$ cat src/rtl/ase_pkg.sv
// Shared ASE CCI-P emulator types: config-header field widths and the
// MMIO read tracking entry used by the read-response tracker.
package ase_pkg;

  localparam int CCIP_CFGHDR_TID_WIDTH   = 9;
  localparam int CCIP_CFGHDR_INDEX_WIDTH = 16;
  localparam int CCIP_MMIO_DATA_WIDTH    = 64;

  typedef logic [CCIP_CFGHDR_TID_WIDTH-1:0]   ccip_tid_t;
  typedef logic [CCIP_CFGHDR_INDEX_WIDTH-1:0] ccip_index_t;
  typedef logic [CCIP_MMIO_DATA_WIDTH-1:0]    ccip_mmio_data_t;

  // The per-entry timer lives beside this struct because its width is an
  // instance parameter of the tracker.
  typedef struct packed {
    logic        active;
    ccip_tid_t   tid;
    ccip_index_t index;
  } mmioread_track_t;

endpackage

$ cat src/rtl/mmio_rdrsp_tracker_if.sv
// MMIO read request / response / report bundle between the host-side
// emulator and the read-response tracker.
interface mmio_rdrsp_tracker_if;
  import ase_pkg::*;

  logic            req_valid;
  ccip_tid_t       req_tid;
  ccip_index_t     req_index;
  logic            req_ready;

  logic            rsp_valid;
  ccip_tid_t       rsp_tid;
  ccip_mmio_data_t rsp_data;

  logic            out_valid;
  ccip_tid_t       out_tid;
  ccip_index_t     out_index;
  ccip_mmio_data_t out_data;

  logic            timeout_valid;
  ccip_tid_t       timeout_tid;
  ccip_index_t     timeout_index;

  logic            unexp_valid;
  ccip_tid_t       unexp_tid;
  logic            dup_valid;

  modport master (
    output req_valid, req_tid, req_index, rsp_valid, rsp_tid, rsp_data,
    input  req_ready, out_valid, out_tid, out_index, out_data,
           timeout_valid, timeout_tid, timeout_index,
           unexp_valid, unexp_tid, dup_valid
  );

  modport slave (
    input  req_valid, req_tid, req_index, rsp_valid, rsp_tid, rsp_data,
    output req_ready, out_valid, out_tid, out_index, out_data,
           timeout_valid, timeout_tid, timeout_index,
           unexp_valid, unexp_tid, dup_valid
  );

endinterface

$ cat src/rtl/ase_ffs_encoder.sv
// Lowest-set-bit priority encoder: returns the index of the lowest set bit
// of vec and whether any bit was set.
module ase_ffs_encoder #(
  parameter int WIDTH = 4,
  parameter int IDX_W = (WIDTH > 1) ? $clog2(WIDTH) : 1
) (
  input  logic [WIDTH-1:0] vec,
  output logic [IDX_W-1:0] idx,
  output logic             found
);

  always_comb begin
    // NOTE: defaults are assigned before the loop so every path drives both
    // outputs; without them this block would infer latches.
    idx   = '0;
    found = 1'b0;
    // Scanning from the top down lets the lowest set bit write last and win.
    for (int i = WIDTH - 1; i >= 0; i--) begin
      if (vec[i]) begin
        idx   = IDX_W'(i);
        found = 1'b1;
      end
    end
  end

endmodule

$ cat src/rtl/mmio_rdrsp_tracker.sv
// Tracks outstanding MMIO reads by tid, matches AFU read responses back to
// their register index, and reports timeouts, unexpected and duplicate tids.
module mmio_rdrsp_tracker
  import ase_pkg::*;
#(
  parameter int NUM_ENTRIES    = 4,
  parameter int TIMEOUT_CYCLES = 512,
  parameter int TIMER_W        = $clog2(TIMEOUT_CYCLES + 1)
) (
  input  logic                               clk,
  input  logic                               rst_n,
  mmio_rdrsp_tracker_if.slave                bus,
  output logic [$clog2(NUM_ENTRIES+1)-1:0]   outstanding
);

  localparam int IDX_W = (NUM_ENTRIES > 1) ? $clog2(NUM_ENTRIES) : 1;
  localparam int CNT_W = $clog2(NUM_ENTRIES + 1);
  localparam logic [TIMER_W-1:0] TIMER_MAX = TIMER_W'(TIMEOUT_CYCLES);

  mmioread_track_t        entries [NUM_ENTRIES];
  logic [TIMER_W-1:0]     timers  [NUM_ENTRIES];

  logic [NUM_ENTRIES-1:0] active;
  logic [NUM_ENTRIES-1:0] dup_vec;
  logic [NUM_ENTRIES-1:0] hit_vec;
  logic [NUM_ENTRIES-1:0] expired_vec;
  logic [NUM_ENTRIES-1:0] free_vec;
  logic [NUM_ENTRIES-1:0] active_next;

  logic                   accept;
  logic                   dup;
  logic                   do_alloc;
  logic [IDX_W-1:0]       alloc_idx;
  logic [IDX_W-1:0]       match_idx;
  logic [IDX_W-1:0]       exp_idx;
  logic                   alloc_found;
  logic                   match_found;
  logic                   exp_found;

  // Per-entry compares against the pre-edge entry state.
  always_comb begin
    active      = '0;
    dup_vec     = '0;
    hit_vec     = '0;
    expired_vec = '0;
    for (int i = 0; i < NUM_ENTRIES; i++) begin
      active[i]      = entries[i].active;
      dup_vec[i]     = entries[i].active && (entries[i].tid == bus.req_tid);
      hit_vec[i]     = bus.rsp_valid && entries[i].active &&
                       (entries[i].tid == bus.rsp_tid);
      // A response to an expired entry takes precedence over its timeout.
      expired_vec[i] = entries[i].active && (timers[i] == TIMER_MAX) &&
                       !hit_vec[i];
    end
  end

  assign bus.req_ready = ~&active;
  assign accept        = bus.req_valid && bus.req_ready;
  assign dup           = accept && (|dup_vec);
  assign do_alloc      = accept && !(|dup_vec) && alloc_found;

  ase_ffs_encoder #(.WIDTH(NUM_ENTRIES), .IDX_W(IDX_W)) u_alloc_enc (
    .vec   (~active),
    .idx   (alloc_idx),
    .found (alloc_found)
  );

  ase_ffs_encoder #(.WIDTH(NUM_ENTRIES), .IDX_W(IDX_W)) u_match_enc (
    .vec   (hit_vec),
    .idx   (match_idx),
    .found (match_found)
  );

  ase_ffs_encoder #(.WIDTH(NUM_ENTRIES), .IDX_W(IDX_W)) u_expire_enc (
    .vec   (expired_vec),
    .idx   (exp_idx),
    .found (exp_found)
  );

  // Allocation only ever targets an entry that is free before this edge, so
  // it never collides with an entry being released in the same cycle.
  always_comb begin
    free_vec    = '0;
    active_next = '0;
    for (int i = 0; i < NUM_ENTRIES; i++) begin
      free_vec[i]    = (match_found && (match_idx == IDX_W'(i))) ||
                       (exp_found   && (exp_idx   == IDX_W'(i)));
      active_next[i] = (active[i] && !free_vec[i]) ||
                       (do_alloc && (alloc_idx == IDX_W'(i)));
    end
  end

  // NOTE: the whole tracking array, payload included, is reset; it is only a
  // handful of entries and a clean payload keeps post-reset state deterministic.
  always_ff @(posedge clk or negedge rst_n) begin
    if (!rst_n) begin
      for (int i = 0; i < NUM_ENTRIES; i++) begin
        entries[i] <= '0;
        timers[i]  <= '0;
      end
    end else begin
      // NOTE: non-blocking updates so every entry is computed from the
      // pre-edge state of all entries, independent of loop order.
      for (int i = 0; i < NUM_ENTRIES; i++) begin
        entries[i].active <= active_next[i];
        if (do_alloc && (alloc_idx == IDX_W'(i))) begin
          entries[i].tid   <= bus.req_tid;
          entries[i].index <= bus.req_index;
          timers[i]        <= '0;
        end else if (free_vec[i]) begin
          timers[i] <= '0;
        end else if (active[i] && (timers[i] != TIMER_MAX)) begin
          timers[i] <= timers[i] + 1'b1;
        end
      end
    end
  end

  // Registered report outputs; payload fields hold between pulses.
  always_ff @(posedge clk or negedge rst_n) begin
    if (!rst_n) begin
      bus.out_valid     <= 1'b0;
      bus.out_tid       <= '0;
      bus.out_index     <= '0;
      bus.out_data      <= '0;
      bus.timeout_valid <= 1'b0;
      bus.timeout_tid   <= '0;
      bus.timeout_index <= '0;
      bus.unexp_valid   <= 1'b0;
      bus.unexp_tid     <= '0;
      bus.dup_valid     <= 1'b0;
      outstanding       <= '0;
    end else begin
      bus.out_valid <= match_found;
      if (match_found) begin
        bus.out_tid   <= bus.rsp_tid;
        bus.out_index <= entries[match_idx].index;
        bus.out_data  <= bus.rsp_data;
      end

      bus.timeout_valid <= exp_found;
      if (exp_found) begin
        bus.timeout_tid   <= entries[exp_idx].tid;
        bus.timeout_index <= entries[exp_idx].index;
      end

      bus.unexp_valid <= bus.rsp_valid && !match_found;
      if (bus.rsp_valid && !match_found) begin
        bus.unexp_tid <= bus.rsp_tid;
      end

      bus.dup_valid <= dup;
      outstanding   <= CNT_W'($countones(active_next));
    end
  end

endmodule

$ cat src/flat_wrapper.sv
// flat-port wrapper written by rule: the top's interface ports become plain ports
module mmio_rdrsp_tracker_flat import ase_pkg::*;
#(
  parameter int NUM_ENTRIES    = 4,
  parameter int TIMEOUT_CYCLES = 512,
  parameter int TIMER_W        = $clog2(TIMEOUT_CYCLES + 1)
)
  (clk, rst_n, outstanding, bus_req_valid, bus_req_tid, bus_req_index, bus_rsp_valid, bus_rsp_tid, bus_rsp_data, bus_req_ready, bus_out_valid, bus_out_tid, bus_out_index, bus_out_data, bus_timeout_valid, bus_timeout_tid, bus_timeout_index, bus_unexp_valid, bus_unexp_tid, bus_dup_valid);
  mmio_rdrsp_tracker_if bus_i ();
  input  logic clk;
  input  logic rst_n;
  output logic [$clog2(NUM_ENTRIES+1)-1:0] outstanding;
  input wire logic [$bits(bus_i.req_valid)-1:0] bus_req_valid;
  input wire logic [$bits(bus_i.req_tid)-1:0] bus_req_tid;
  input wire logic [$bits(bus_i.req_index)-1:0] bus_req_index;
  input wire logic [$bits(bus_i.rsp_valid)-1:0] bus_rsp_valid;
  input wire logic [$bits(bus_i.rsp_tid)-1:0] bus_rsp_tid;
  input wire logic [$bits(bus_i.rsp_data)-1:0] bus_rsp_data;
  output wire logic [$bits(bus_i.req_ready)-1:0] bus_req_ready;
  output wire logic [$bits(bus_i.out_valid)-1:0] bus_out_valid;
  output wire logic [$bits(bus_i.out_tid)-1:0] bus_out_tid;
  output wire logic [$bits(bus_i.out_index)-1:0] bus_out_index;
  output wire logic [$bits(bus_i.out_data)-1:0] bus_out_data;
  output wire logic [$bits(bus_i.timeout_valid)-1:0] bus_timeout_valid;
  output wire logic [$bits(bus_i.timeout_tid)-1:0] bus_timeout_tid;
  output wire logic [$bits(bus_i.timeout_index)-1:0] bus_timeout_index;
  output wire logic [$bits(bus_i.unexp_valid)-1:0] bus_unexp_valid;
  output wire logic [$bits(bus_i.unexp_tid)-1:0] bus_unexp_tid;
  output wire logic [$bits(bus_i.dup_valid)-1:0] bus_dup_valid;
  assign bus_i.req_valid = bus_req_valid;
  assign bus_i.req_tid = bus_req_tid;
  assign bus_i.req_index = bus_req_index;
  assign bus_i.rsp_valid = bus_rsp_valid;
  assign bus_i.rsp_tid = bus_rsp_tid;
  assign bus_i.rsp_data = bus_rsp_data;
  assign bus_req_ready = bus_i.req_ready;
  assign bus_out_valid = bus_i.out_valid;
  assign bus_out_tid = bus_i.out_tid;
  assign bus_out_index = bus_i.out_index;
  assign bus_out_data = bus_i.out_data;
  assign bus_timeout_valid = bus_i.timeout_valid;
  assign bus_timeout_tid = bus_i.timeout_tid;
  assign bus_timeout_index = bus_i.timeout_index;
  assign bus_unexp_valid = bus_i.unexp_valid;
  assign bus_unexp_tid = bus_i.unexp_tid;
  assign bus_dup_valid = bus_i.dup_valid;
  mmio_rdrsp_tracker #(.NUM_ENTRIES(NUM_ENTRIES), .TIMEOUT_CYCLES(TIMEOUT_CYCLES), .TIMER_W(TIMER_W)) u_core (.clk(clk), .rst_n(rst_n), .bus(bus_i), .outstanding(outstanding));
endmodule
$ cat config.mk
export PLATFORM = sky130hd
export DESIGN_NAME = mmio_rdrsp_tracker_flat
export DESIGN_NICKNAME = d
export VERILOG_FILES = /design/src/rtl/ase_pkg.sv /design/src/rtl/mmio_rdrsp_tracker_if.sv /design/src/rtl/ase_ffs_encoder.sv /design/src/rtl/mmio_rdrsp_tracker.sv /design/src/flat_wrapper.sv
export SDC_FILE = /design/constraint.sdc
export NUM_CORES = 1
export LEC_CHECK = 0
export BUFFER_PORTS_ARGS = -buffer_cell sky130_fd_sc_hd__buf_2
export CAP_MARGIN = 10
export CORE_ASPECT_RATIO = 0.8
export CORE_UTILIZATION = 25
export DETAILED_ROUTE_END_ITERATION = 12
export HOLD_SLACK_MARGIN = 0.1
export MAX_ROUTING_LAYER = met4
export PLACE_DENSITY = 0.46
export SLEW_MARGIN = 10
export SYNTH_ARGS = -nofsm -noshare
export SYNTH_HDL_FRONTEND = slang
export SYNTH_SLANG_ARGS = --single-unit
$ cat constraint.sdc
create_clock -name clk -period 4.6 [get_ports clk]
set_input_delay 0.69 -clock clk [delete_from_list [all_inputs] [get_ports clk]]
set_output_delay 0.69 -clock clk [all_outputs]
set_load 0.005 [all_outputs]
==> metrics <==
nets@finish 1,587; WL final 42,640 um; RSZ-0062 raised after global routing false; register bit total from synthesis 274; Initial Util 25.51%; Overflow after GRT 0; Worst Tran Pin Value around 1.1 ns; TritonCTS clock tree yes; leading register cell type out of synthesis dfrtp_1; DR vias/cell 4.772; Setup crit end kind flop; HP Class in -> reg; FMAX 287.8 MHz; post-CTS sizing 0; Fin. Hold Viols 0; Design Power 0.009131 W; Post-synth EDFFs 0; Final GP Congestion 0.8504; crit-path leading delay family simple AND/OR/NAND/NOR gates; Cell Count, Final, Fillers Out 2,194; routed via count 10,470; Final Max Slew Viols 0; most used cell, CP ha_1; Slew HR 23.98%; Placed Instance Area 0.01535 mm^2; die area 0.05485 mm^2; outcome completed; commonest non-fill, non-tap cell in the layout dfrtp_1; row cnt 75; # DRC 0; drt initial violations 652; fin worst setup slack 1.125 ns; largest net degree at the start of global routing 96; DRT antenna net count 0; crit path buf inv count 0; Total Routing Usage GR 15.91%; CP max FO 11; Boundary Pins 233; Clock Path Buffers 3; period utilization 75.54%; PD cells 555.1 mW/mm^2; dpl ws 0.8537 ns; First-pass DRT Iterations 5; Post-Syn Area about 0.013 mm^2; Area Growth Syn to Fin 22.05%; layout cells sized above 1 between 30 and 40%; final-report setup violation count 0; dpl cells about 2,100; Seq/Total Area, Yosys 50.87%; Critical Path AT 3.91 ns; first-pass GRT wire length 65,290 um; commonest non-fill, non-tap cells in the layout dfrtp_1 (274), nand2_1 (244), buf_2 (231), mux2_2 (121), xnor2_1 (83); Synth area leaders dfrtp_1 (51%), mux2_2 (10%), nand2_1 (6.8%); Clock Skew 0.01739 ns; area leader, netlist dfrtp_1; Async SR Flop Fraction 100.0%; Detail Placement HPWL roughly 29,000 um; post-synth top area share 50.87%; Max VDD drop 0.2588 mV; Root Driver clkbuf_16; wire per inst 19.43 um; IO buf count approximately 230; MaxCap Viol Count 0; syn_area_per_cell between 10 and 15 um^2; CTS buffer count 31; CP Cell Sequence nand3_1, or4_1, a31oi_1, a31o_2, o22ai_1, ha_1, ha_1, fa_1; H-tree depth 1; max incr delay on CP 0.73 ns; Cells after Synth 1,269; critical path's slowest cell or4_1; Yosys cell types 57; startpoint types flop; via count of the first global-routing pass 10,610; Clk Latency, worst-skew pair 0.57 ns; DIE WIDTH 261.6 um; final setup TNS 0 ns; clk sinks roughly 270; Core ar. 0.05283 mm^2; CTS clock-pin slew for the worst setup and hold paths ~0.07 ns; Setup CP Type reg -> reg; yosys warns 0; Mapped Nets 1,383; initial antenna violation count 3; leak pwr 7.679 nW; post-layout minimum cycle time 3.475 ns; required time worst endpoint 5.04 ns; Die H 209.7 um; Final Cell Area 0.01645 mm^2
## final timing paths
path | from | end | slack, ns | cells after the start
min reg2reg | u_core.bus.out_data[53] | u_core.bus.out_data[53] | 0.46 | 2
min in group asynchronous | rst_n | u_core.bus.out_data[26] | 0.66 | 2
max | u_core.active[1] | u_core.outstanding[1] | 1.13 | 8
max in group asynchronous | rst_n | u_core.entries[72] | 2.82 | 3
min | bus_rsp_data[7] | u_core.bus.out_data[7] | 0.31 | 3
max reg2reg | u_core.active[1] | u_core.outstanding[1] | 1.13 | 8
## through the flow
stage | hold WS, ns | util [%]
after floorplan | 0.3944 | -
after global placement | 0.4430 | 29.06
after detailed placement | 0.4503 | 29.06
after CTS | 0.2796 | 31.12
after global routing | 0.2945 | 31.13
final | 0.3144 | 31.14
## synth_stat cells (all sizes together) (13+ instances only)
cell type,n
xnor2,83
dfrtp,274
xor2,13
a22oi,25
mux2i,43
a211oi,18
buf,51
nor4,29
nand3,17
a311oi,16
a22o,16
nand4,31
clkbuf,36
nor2,62
mux2,134
o21ai,31
nor3,38
inv,21
nand2,244
## where the power goes
part / total [W] / switching, W / internal, W
combinational: 0.00242 / 0.00114 / 0.00128
clock: 0.00261 / 0.00104 / 0.00158
sequential: 0.00409 / 0.000874 / 0.00322
total: 0.00913 / 0.00305 / 0.00608
## worst register-to-register path, cell delays in order (launching register included)
cell	delay, ns
dfrtp_1	0.66
nand3_1	0.25
or4_1	0.73
a31oi_1	0.25
a31o_2	0.34
o22ai_1	0.16
ha_1	0.31
ha_1	0.21
fa_1	0.43
## cell type report
| class | count | area [um^2] |
|---|---|---|
| multi-input cells | 886 | 6161 |
| inverters | 22 | 82.58 |
| diodes | 3 | 7.507 |
| clock buffers | 44 | 894.6 |
| flip-flops and latches | 274 | 6857 |
| repair buffers | 258 | 1394 |
| clock inverters | 14 | 187.7 |
| well taps | 693 | 867.1 |
| fillers | 5461 | 36380 |
## cell families after synthesis
logic type / count (synthesis) / synth area share, %
flops: 274 / 50.87
simple gates: 458 / 15.58
compound gates: 143 / 7.556
mux: 177 / 14.67
fa+ha+maj: 12 / 1.170
xor+xnor: 96 / 6.238
buf+inv: 109 / 3.926
## registers in the layout, summed over array words and instances, names as in the netlist
name,count
u_core.bus.out_tid,9
u_core.bus.unexp_valid,1
u_core.bus.out_valid,1
u_core.active,4
u_core.bus.out_data,64
u_core.bus.out_index,16
u_core.bus.timeout_tid,9
u_core.timers,40
u_core.outstanding,3
u_core.bus.dup_valid,1
u_core.bus.timeout_index,16
u_core.entries,100
u_core.bus.timeout_valid,1
u_core.bus.unexp_tid,9
## layer usage
layer / wire [um] / GRT usage [%] / share of wire, % / vias up
li1: - / - / - / 4863
met1: 20320 / 21.71 / 48 / 5196
met2: 18460 / 23.87 / 43 / 339
met3: 2875 / 3.382 / 6.7 / 71
met4: 977 / 3.889 / 2.3 / 0
met5: 0 / - / 0 / -
## timing repair
item                      4_1_cts  5_1_grt
hold endpoints to repair        8        0
hold buffers                    1        0
buffers inserted                0        0
(Power assumes the default switching activity.)
